$ cat src/rtl/bram_pkg.sv
// Shared definitions for the BRAM arbiter: requester IDs, width defaults,
// the return-pipeline entry, and the round-robin successor helpers.
package bram_pkg;

  localparam int ADDR_W_DFLT = 13;
  localparam int DATA_W_DFLT = 32;

  localparam logic [1:0] REQ_DMA = 2'b00;
  localparam logic [1:0] REQ_CPU = 2'b01;
  localparam logic [1:0] REQ_PF  = 2'b10;

  typedef struct packed {
    logic       valid;
    logic [1:0] sel;
  } ret_entry_t;

  function automatic logic [1:0] next_req(input logic [1:0] id);
    case (id)
      REQ_DMA: next_req = REQ_CPU;
      REQ_CPU: next_req = REQ_PF;
      default: next_req = REQ_DMA;
    endcase
  endfunction

  function automatic logic [2:0] req_onehot(input logic [1:0] id);
    req_onehot = 3'b001 << id;
  endfunction

endpackage

$ cat src/rtl/bram_arbiter_rr_arb3.sv
// 3-way round-robin arbiter. Search starts at the requester after the one
// granted most recently; the pointer only moves when a grant is given.
module rr_arb3
  import bram_pkg::*;
(
  input  logic       clk,
  input  logic       rst_n,
  input  logic [2:0] req,
  output logic [2:0] gnt,
  output logic [1:0] gnt_id,
  output logic       gnt_valid
);

  logic [1:0] last_q;
  logic [1:0] last_d;
  logic [1:0] cand;

  // NOTE: every signal written here gets a default before any branch, so no path leaves one unassigned and no latch is inferred.
  always_comb begin
    gnt_valid = 1'b0;
    gnt_id    = REQ_DMA;
    cand      = next_req(last_q);
    for (int i = 0; i < 3; i++) begin
      if (!gnt_valid && req[cand]) begin
        gnt_valid = 1'b1;
        gnt_id    = cand;
      end
      cand = next_req(cand);
    end
    gnt    = gnt_valid ? req_onehot(gnt_id) : 3'b000;
    last_d = gnt_valid ? gnt_id : last_q;
  end

  // NOTE: state registers use non-blocking assignment so every flop samples values from before the edge.
  always_ff @(posedge clk or negedge rst_n) begin
    if (!rst_n) begin
      last_q <= REQ_PF;
    end else begin
      last_q <= last_d;
    end
  end

endmodule

$ cat src/rtl/bram_arbiter.sv
// Shares one fixed-latency BRAM controller between DMA, CPU cache and prefetch:
// round-robin issue, per-requester read-valid via a return pipeline, prefetch cancel.
module bram_arbiter
  import bram_pkg::*;
#(
  parameter int ADDR_W = ADDR_W_DFLT,
  parameter int DATA_W = DATA_W_DFLT,
  parameter int RD_LAT = 11
) (
  input  logic              clk,
  input  logic              rst_n,

  input  logic              dma_req,
  input  logic              dma_wr,
  input  logic [ADDR_W-1:0] dma_addr,
  input  logic [DATA_W-1:0] dma_wdata,
  output logic              dma_gnt,
  output logic              dma_rvalid,
  output logic [DATA_W-1:0] dma_rdata,

  input  logic              cpu_req,
  input  logic              cpu_wr,
  input  logic [ADDR_W-1:0] cpu_addr,
  input  logic [DATA_W-1:0] cpu_wdata,
  output logic              cpu_gnt,
  output logic              cpu_rvalid,
  output logic [DATA_W-1:0] cpu_rdata,

  input  logic              pf_req,
  input  logic [ADDR_W-1:0] pf_addr,
  input  logic              pf_cancel,
  output logic              pf_gnt,
  output logic              pf_rvalid,
  output logic [DATA_W-1:0] pf_rdata,

  output logic              bram_valid,
  output logic              bram_wr,
  output logic [ADDR_W-1:0] bram_addr,
  output logic [DATA_W-1:0] bram_wdata,
  output logic [1:0]        bram_sel,
  input  logic [DATA_W-1:0] bram_rdata,

  output logic              busy
);

  logic [2:0] req_vec;
  logic [2:0] gnt_vec;
  logic [2:0] rd_gnt_vec;
  logic [2:0] rvalid_vec;
  logic [1:0] gnt_id;
  logic       gnt_any;

  // Cancel blocks new prefetch grants; reset hides every grant while held.
  assign req_vec = {pf_req & ~pf_cancel, cpu_req, dma_req} & {3{rst_n}};

  rr_arb3 u_arb (
    .clk       (clk),
    .rst_n     (rst_n),
    .req       (req_vec),
    .gnt       (gnt_vec),
    .gnt_id    (gnt_id),
    .gnt_valid (gnt_any)
  );

  assign dma_gnt    = gnt_vec[REQ_DMA];
  assign cpu_gnt    = gnt_vec[REQ_CPU];
  assign pf_gnt     = gnt_vec[REQ_PF];
  assign rd_gnt_vec = gnt_vec & {1'b1, ~cpu_wr, ~dma_wr};

  logic              bram_valid_q, bram_valid_d;
  logic              bram_wr_q,    bram_wr_d;
  logic [ADDR_W-1:0] bram_addr_q,  bram_addr_d;
  logic [DATA_W-1:0] bram_wdata_q, bram_wdata_d;
  logic [1:0]        bram_sel_q,   bram_sel_d;

  always_comb begin
    bram_valid_d = gnt_any;
    bram_wr_d    = bram_wr_q;
    bram_addr_d  = bram_addr_q;
    bram_wdata_d = bram_wdata_q;
    bram_sel_d   = bram_sel_q;
    if (gnt_any) begin
      bram_sel_d = gnt_id;
      case (gnt_id)
        REQ_DMA: begin
          bram_wr_d    = dma_wr;
          bram_addr_d  = dma_addr;
          bram_wdata_d = dma_wdata;
        end
        REQ_CPU: begin
          bram_wr_d    = cpu_wr;
          bram_addr_d  = cpu_addr;
          bram_wdata_d = cpu_wdata;
        end
        default: begin
          bram_wr_d   = 1'b0;
          bram_addr_d = pf_addr;
        end
      endcase
    end
  end

  always_ff @(posedge clk or negedge rst_n) begin
    if (!rst_n) begin
      bram_valid_q <= 1'b0;
      bram_wr_q    <= 1'b0;
      bram_addr_q  <= '0;
      bram_wdata_q <= '0;
      bram_sel_q   <= REQ_DMA;
    end else begin
      bram_valid_q <= bram_valid_d;
      bram_wr_q    <= bram_wr_d;
      bram_addr_q  <= bram_addr_d;
      bram_wdata_q <= bram_wdata_d;
      bram_sel_q   <= bram_sel_d;
    end
  end

  assign bram_valid = bram_valid_q;
  assign bram_wr    = bram_wr_q;
  assign bram_addr  = bram_addr_q;
  assign bram_wdata = bram_wdata_q;
  assign bram_sel   = bram_sel_q;

  ret_entry_t [RD_LAT-1:0] pipe_q;
  ret_entry_t [RD_LAT-1:0] pipe_d;
  ret_entry_t              tail;

  always_comb begin
    pipe_d[0] = ret_entry_t'{valid: bram_valid_q & ~bram_wr_q, sel: bram_sel_q};
    for (int i = 1; i < RD_LAT; i++) begin
      pipe_d[i] = pipe_q[i-1];
    end
    if (pf_cancel) begin
      for (int i = 0; i < RD_LAT; i++) begin
        if (pipe_d[i].sel == REQ_PF) pipe_d[i].valid = 1'b0;
      end
    end
  end

  // NOTE: the return pipeline is reset (unlike a data RAM) because stale valid bits would fire rvalid for reads lost in reset.
  always_ff @(posedge clk or negedge rst_n) begin
    if (!rst_n) begin
      pipe_q <= '0;
    end else begin
      pipe_q <= pipe_d;
    end
  end

  assign tail = pipe_q[RD_LAT-1];

  // A prefetch entry reaching the tail in a cancel cycle is dropped too.
  always_comb begin
    rvalid_vec = 3'b000;
    if (tail.valid) rvalid_vec = req_onehot(tail.sel);
    if (pf_cancel) rvalid_vec[REQ_PF] = 1'b0;
  end

  assign dma_rvalid = rvalid_vec[REQ_DMA];
  assign cpu_rvalid = rvalid_vec[REQ_CPU];
  assign pf_rvalid  = rvalid_vec[REQ_PF];
  assign dma_rdata  = bram_rdata;
  assign cpu_rdata  = bram_rdata;
  assign pf_rdata   = bram_rdata;

  logic [2:0][3:0] cnt_q;
  logic [2:0][3:0] cnt_d;

  always_comb begin
    for (int i = 0; i < 3; i++) begin
      cnt_d[i] = cnt_q[i] + {3'b000, rd_gnt_vec[i]} - {3'b000, rvalid_vec[i]};
    end
    if (pf_cancel) cnt_d[REQ_PF] = '0;
  end

  always_ff @(posedge clk or negedge rst_n) begin
    if (!rst_n) begin
      cnt_q <= '0;
    end else begin
      cnt_q <= cnt_d;
    end
  end

  assign busy = |cnt_q;

endmodule

$ cat config.mk
export PLATFORM = sky130hd
export DESIGN_NAME = bram_arbiter
export DESIGN_NICKNAME = d
export VERILOG_FILES = /design/src/rtl/bram_pkg.sv /design/src/rtl/bram_arbiter_rr_arb3.sv /design/src/rtl/bram_arbiter.sv
export SDC_FILE = /design/constraint.sdc
export NUM_CORES = 1
export LEC_CHECK = 0
export CAP_MARGIN = 10
export CORE_ASPECT_RATIO = 1.2
export CORE_MARGIN = 5
export CORE_UTILIZATION = 34
export CTS_CLUSTER_DIAMETER = 80
export DETAILED_ROUTE_END_ITERATION = 10
export PLACE_DENSITY_LB_ADDON = 0.12
export SLEW_MARGIN = 20
export SYNTH_ARGS = -nofsm -noshare
export SYNTH_HDL_FRONTEND = slang
export SYNTH_SLANG_ARGS = --single-unit
$ cat constraint.sdc
create_clock -name clk -period 2.35 [get_ports clk]
set_input_delay 0.705 -clock clk [delete_from_list [all_inputs] [get_ports clk]]
set_output_delay 0.705 -clock clk [all_outputs]
set_load 0.01 [all_outputs]
## Word-level counts from Yosys, hierarchy flattened

Index checks and enable logic that the tools add are counted.
W data, S select, Z words.

| operators by class | value |
|---|---|
| add/sub/neg operators | 6 |
| order comparisons | 3 |
| equal/unequal tests | 15 |
| shift operators | 2 |
| mux-type cells | 44 |
| bitwise gates (word level) | 8 |
| reductions and logical operators | 11 |

Operators by type and width:

| cell | count |
|---|---|
| $pmux W32 S2 | 1 |
| $mux W1 | 29 |
| $pmux W13 S2 | 1 |
| $eq A2 B2 Y1 const B | 11 |
| $add A4 B1 Y4 | 3 |
| $pmux W2 S2 | 3 |
| $reduce_or A12 Y1 | 1 |
| $sub A4 B1 Y4 | 3 |
| $lt A2 B3 Y1 const B | 3 |
| $eq A2 B1 Y1 const B | 4 |
| $logic_not A2 Y1 | 4 |
| $and A3 B3 Y3 | 2 |
| $bmux W1 S2 | 3 |
| $mux W2 | 3 |
| $mux W3 | 2 |
| $shl A1 B2 Y3 const A | 2 |
| $mux W4 | 1 |
| $not A1 Y1 | 4 |
| $and A1 B1 Y1 | 2 |
| $logic_and A1 B1 Y1 | 2 |
| $logic_not A1 Y1 | 2 |
| $pmux W1 S2 | 1 |
| $reduce_and A2 Y1 | 1 |
| $reduce_bool A2 Y1 | 1 |

| storage, ports and cells | value |
|---|---|
| register bits after elaboration | 96 |
| input bits | 143 |
| logic and storage cells | 120 |

## Logic depth before layout (Yosys ltp)

| depth | value |
|---|---|
| depth after elaboration | 18 |
| mapped depth | 10 |
| gate-level depth less buffers | 8 |

## By module

From an unflattened synthesis, not the netlist that was laid out.

| unflattened totals | value |
|---|---|
| cell total of the unflattened synthesis | 476 |
| area, all modules | 5148.7 um2 |

Modules (own cells, without submodules):

| module | instances | cells each | area each (um2) | seq. area each (um2) |
|---|---|---|---|---|
| bram_arbiter | 1 | 456 | 4992.3 | 2352.3 |
| rr_arb3 | 1 | 20 | 156.4 | 51.3 |

## Worst setup path after synthesis

Ideal clock, no wire load.

| timing path | value |
|---|---|
| kind | input to register |
| start point | input port pf_cancel |
| end point | register cnt_q[9] (netlist name) |
| setup time | 0.122 ns |
| arrival | 2.455 ns |
| data required time | 2.228 ns |
| path slack | -0.227 ns |
| cell stages on the path | 7 |
| path buffers | 1 |
| path through | buf_2 nor4bb_1 ha_1 inv_1 ha_1 fa_1 nor2b_1 |

RTL lines:

| item | RTL line | RTL |
|---|---|---|
| from (decl) | bram_arbiter.sv:31 | `input logic pf_cancel,` |
| to (signal assigned) | bram_arbiter.sv:180 | `cnt_q <= cnt_d;` |
| to (decl) | bram_arbiter.sv:166 | `logic [2:0][3:0] cnt_q;` |

## Worst setup path in the final report

| timing path | value |
|---|---|
| start point | input port cpu_req |
| end point | output port pf_gnt |

| on the way | value |
|---|---|
| longest elaborated chain between the ends | 12 |

RTL lines:

| item | RTL line | RTL |
|---|---|---|
| from (decl) | bram_arbiter.sv:21 | `input logic cpu_req,` |
| $and A3 B3 Y3 (*) | bram_arbiter.sv:54 | `assign req_vec = {pf_req & ~pf_cancel, cpu_req, dma_req} & {3{rst_n}};` |
| $bmux W1 S2 | bram_arbiter_rr_arb3.sv:24 | `if (!gnt_valid && req[cand]) begin` |
| $mux W1 (not written as such) | bram_arbiter_rr_arb3.sv:24 |  |
| $mux W1 | bram_arbiter_rr_arb3.sv:24 |  |
| $logic_not A1 Y1 | bram_arbiter_rr_arb3.sv:24 |  |
| $logic_and A1 B1 Y1 | bram_arbiter_rr_arb3.sv:24 |  |
| $mux W1 | bram_arbiter_rr_arb3.sv:24 |  |
| $logic_not A1 Y1 | bram_arbiter_rr_arb3.sv:24 |  |
| $logic_and A1 B1 Y1 | bram_arbiter_rr_arb3.sv:24 |  |
| $mux W2 | bram_arbiter_rr_arb3.sv:24 |  |
| $shl A1 B2 Y3 | bram_pkg.sv:26 | `req_onehot = 3'b001 << id;` |
| $mux W3 (*) | bram_arbiter_rr_arb3.sv:30 | `gnt = gnt_valid ? req_onehot(gnt_id) : 3'b000;` |
| to (decl) | bram_arbiter.sv:32 | `output logic pf_gnt,` |

Every way passes the cells marked *; elsewhere a longest branch is shown, timed or not. The select of a mux whose other input is x is not followed.

==> qor.yml <==
floorplan:
  io_pins: 295
  row_count: 47
  start_util_pct: 34.3
  die_w_um: 117
  core-area_mm2: 0.0137
  die_h_um: 139
  die-area_mm2: 0.0163
setup_path:
  slowest_delay_ns: 0.25
  crit_arrival_ns: 1.61
  critPathCaptureType: "output pin"
  cpLargestDelayFamily: "buffers and inverters"
  crit_path_cell_trace: "dlygate4sd2_1 > buf_6 > o22ai_4 > and3_4 > buf_4"
  crit_fanout: 4
  start_kind: "input port"
  required_ns: 1.64
  critPathSlowestCell: "dlygate4sd2_1"
  worstSetupPathType: "in2out"
  timing.critical_path.buf_inv: 3
layout:
  layout_commonest_cell: "clkdlybuf4s50_1"
  fin_nets: 705
  design_area_mm2: 0.00638
  final_cell_mix: "155 x clkdlybuf4s50_1, 93 x dfrtp_1, 71 x nor2_1"
  synthToLayoutAreaGrowth_pct: 35.7
  fill_cells: 1273
  layout-drive-gt1-share_pct: 12.8
clock_network:
  clockBufferDepth: 2
  holdBufCountCts: 0
  cts_tree: "yes"
  cts-buffers-inserted: 9
  htree_levels: 3
  clock_sinks: 95
  clock_latency_ns: 0.35
  root_buffer: "clkbuf_16"
  clk_pin_slew_ns: 0.07
sta:
  slew_headroom_pct: 56.3
  clock_skew_ns: 0.00860
  setup_violations: 0
  grt_setup_unrepaired: "no"
  finalHoldViolCount: 0
  finalWorstSetupSlack_ns: 0.0388
  worst_slew_pin_slew_ns: 0.655
  fmaxAchievable_mhz: 433
  period_needed_ns: 2.31
  timing_max_transition_violations_final: 0
  hold_slack_ns: 0.331
  period_share_pct: 98.3
yosys:
  syn_avg_cell_area_um2: 10.4
  synth_enable_flop_cells: 0
  synth_top_area_share_pct: 50.0
  syn_nets: 615
  synth_compound_area_share_pct: 14.0
  yosys.area_share.adder_pct: 5.27
  synthSimpleGateAreaFrac_pct: 9.58
  synthMuxAreaShare_pct: 0
  yosysWarnings: 0
  yosysTopAreaCell: "dfrtp_1"
  synth-seq-cells: 95
  synth_area_mm2: 0.00470
  synthFlopType: "dfrtp_1"
  synth.yosys.seq_area_share_pct: 50.6
  syn-instance-count: 454
  ys_types: 38
  ys_top_cells_by_area: "dfrtp_1 50%, buf_4 16%, nor2_1 5.8%, o22ai_1 4.5%, a22oi_1 4.2%"
  async_reset_ff_share_pct: 100
  synth_top_family_by_area: "buffers and inverters"
  synth-xor-area-share_pct: 1.12
route:
  drc: 0
  wl_per_cell_um: 16.3
  drt_iter0_drc: 128
  routed_wirelength_mm: 11.8
  final_antenna_net_count: 0
  num_vias: 3393
  vias_per_cell: 4.71
  first_pass_iters: 4
pwr:
  power.density_mw_per_mm2: 781
  pwr-share-seq_pct: 42.5
  p_comb_share_pct: 28.4
  p_sw_share_pct: 29.8
  clockPowerShare_pct: 29.1
  p_leak_nw: 2.79
  ir_worst_vdd_mv: 0.496
  p_switching_mw: 1.49
  p_int_mw: 3.49
placed_design:
  place_area_mm2: 0.00600
  place_congestion: 0.796
  dp_slack_ns: -0.691
  hpwl_mm: 9.12
  io_buffers: 166
run:
  drv_cap: 0
global_routing:
  grt_pass1_vias: 3817
  grt_usage_pct: 14.8
  grt_pass1_wl_mm: 19.3
  grt_overflow: 0
  grt_max_degree: 54
  antenna_found_initial: 3
min_path:
  min_path_type: "in2async"
status:
  outcome: "finished, final reports clean"
## flip-flops by register name, indices dropped and copies added (netlist names)
name,count
bram_wdata,32
cnt_q,12
bram_sel,2
bram_addr,13
pipe_d,20
u_arb.last_q,1
pipe_q,13
bram_wr,1
bram_valid,1
## cell usage after synthesis, types with 2 or more instances
cell and count:
a21o_1 5, a21oi_1 3, a22oi_1 26, and3_1 2, buf_2 8, buf_4 100
buf_6 2, clkbuf_1 5, dfrtp_1 94, fa_1 3, ha_1 15, inv_1 20
nand2_1 14, nor2_1 73, nor2b_1 2, nor3b_1 2, o21a_1 11, o21ai_0 3
o21ai_1 10, o22ai_1 34, xnor2_1 2, xor2_1 4
## path summary, 6_finish.rpt
check,start,endpoint,slack [ns],depth (start not counted)
max in group asynchronous,rst_n,pipe_q[30]$_DFF_PN0_,1.11,4
worst min register to register,pipe_d[25]$_DFF_PN0_,pipe_d[28]$_DFF_PN0_,0.37,0
worst min-delay path,rst_n,pipe_q[2]$_DFF_PN0_,0.33,2
min in group clk,pipe_d[25]$_DFF_PN0_,pipe_d[28]$_DFF_PN0_,0.37,0
worst max-delay path,cpu_req,pf_gnt,0.04,5
worst max register to register,bram_sel[0]$_DFFE_PN0N_,cnt_q[10]$_DFF_PN0_,0.22,8
## cell families (layout without fill, tap and decap cells)
logic type               after synthesis  in the layout
adder cells (fa/ha/maj)               18             18
AO/OA/AOI/OAI                         96             96
AND/OR/NAND/NOR                      102            102
other                                  0              1
flip-flops                            95             95
XOR/XNOR                               6              6
buffers and inverters                137            232
## per-layer routing
| layer | GRT usage, % | vias up | part of all wire (%) |
|---|---|---|---|
| li1 | - | 1620 | - |
| met4 | 4.46 | 4 | 1.4 |
| met2 | 22.6 | 159 | 48 |
| met1 | 17.1 | 1594 | 39 |
| met5 | 0 | - | 0.23 |
| met3 | 9.22 | 16 | 11 |
## layout make-up
class	count	area (um2)	area share, %
antenna	1	2.50	0.0392
clock buffer	9	225	3.53
clock inverter	7	73.8	1.16
inverter	21	78.8	1.24
multi-input combinational	222	1490	23.3
sequential	95	2380	37.3
tap	171	214	3.35
timing repair buffer	195	1920	30.1
## stage by stage
stage | utilization, % | power [mW] | TNS (ns) | cells
global placement | 43.8 | 3.54 | -11.05 | 702
floorplan | - | 2.96 | -0.183 | 454
global route | 46.6 | 5.33 | 0 | 721
finish | 46.6 | 4.98 | 0 | 721
CTS | 46.4 | 5.06 | 0 | 720
detailed placement | 43.8 | 3.57 | -12.50 | 702
## power groups by stage
stage / logic (mW) / registers [mW] / clock network, mW
after detailed placement: 1.43 / 2.14 / 0
after floorplan: 0.782 / 2.17 / 0
final: 1.41 / 2.12 / 1.45
after global placement: 1.41 / 2.13 / 0
after global routing: 1.59 / 2.16 / 1.58
after CTS: 1.45 / 2.12 / 1.50
## what timing repair did
action,CTS,global route
setup buffers,2,0
gates resized for setup,33,5
endpoints found under the setup margin,13,7
pin swaps,5,5
Note: power is estimated with default switching activity, not from simulation.
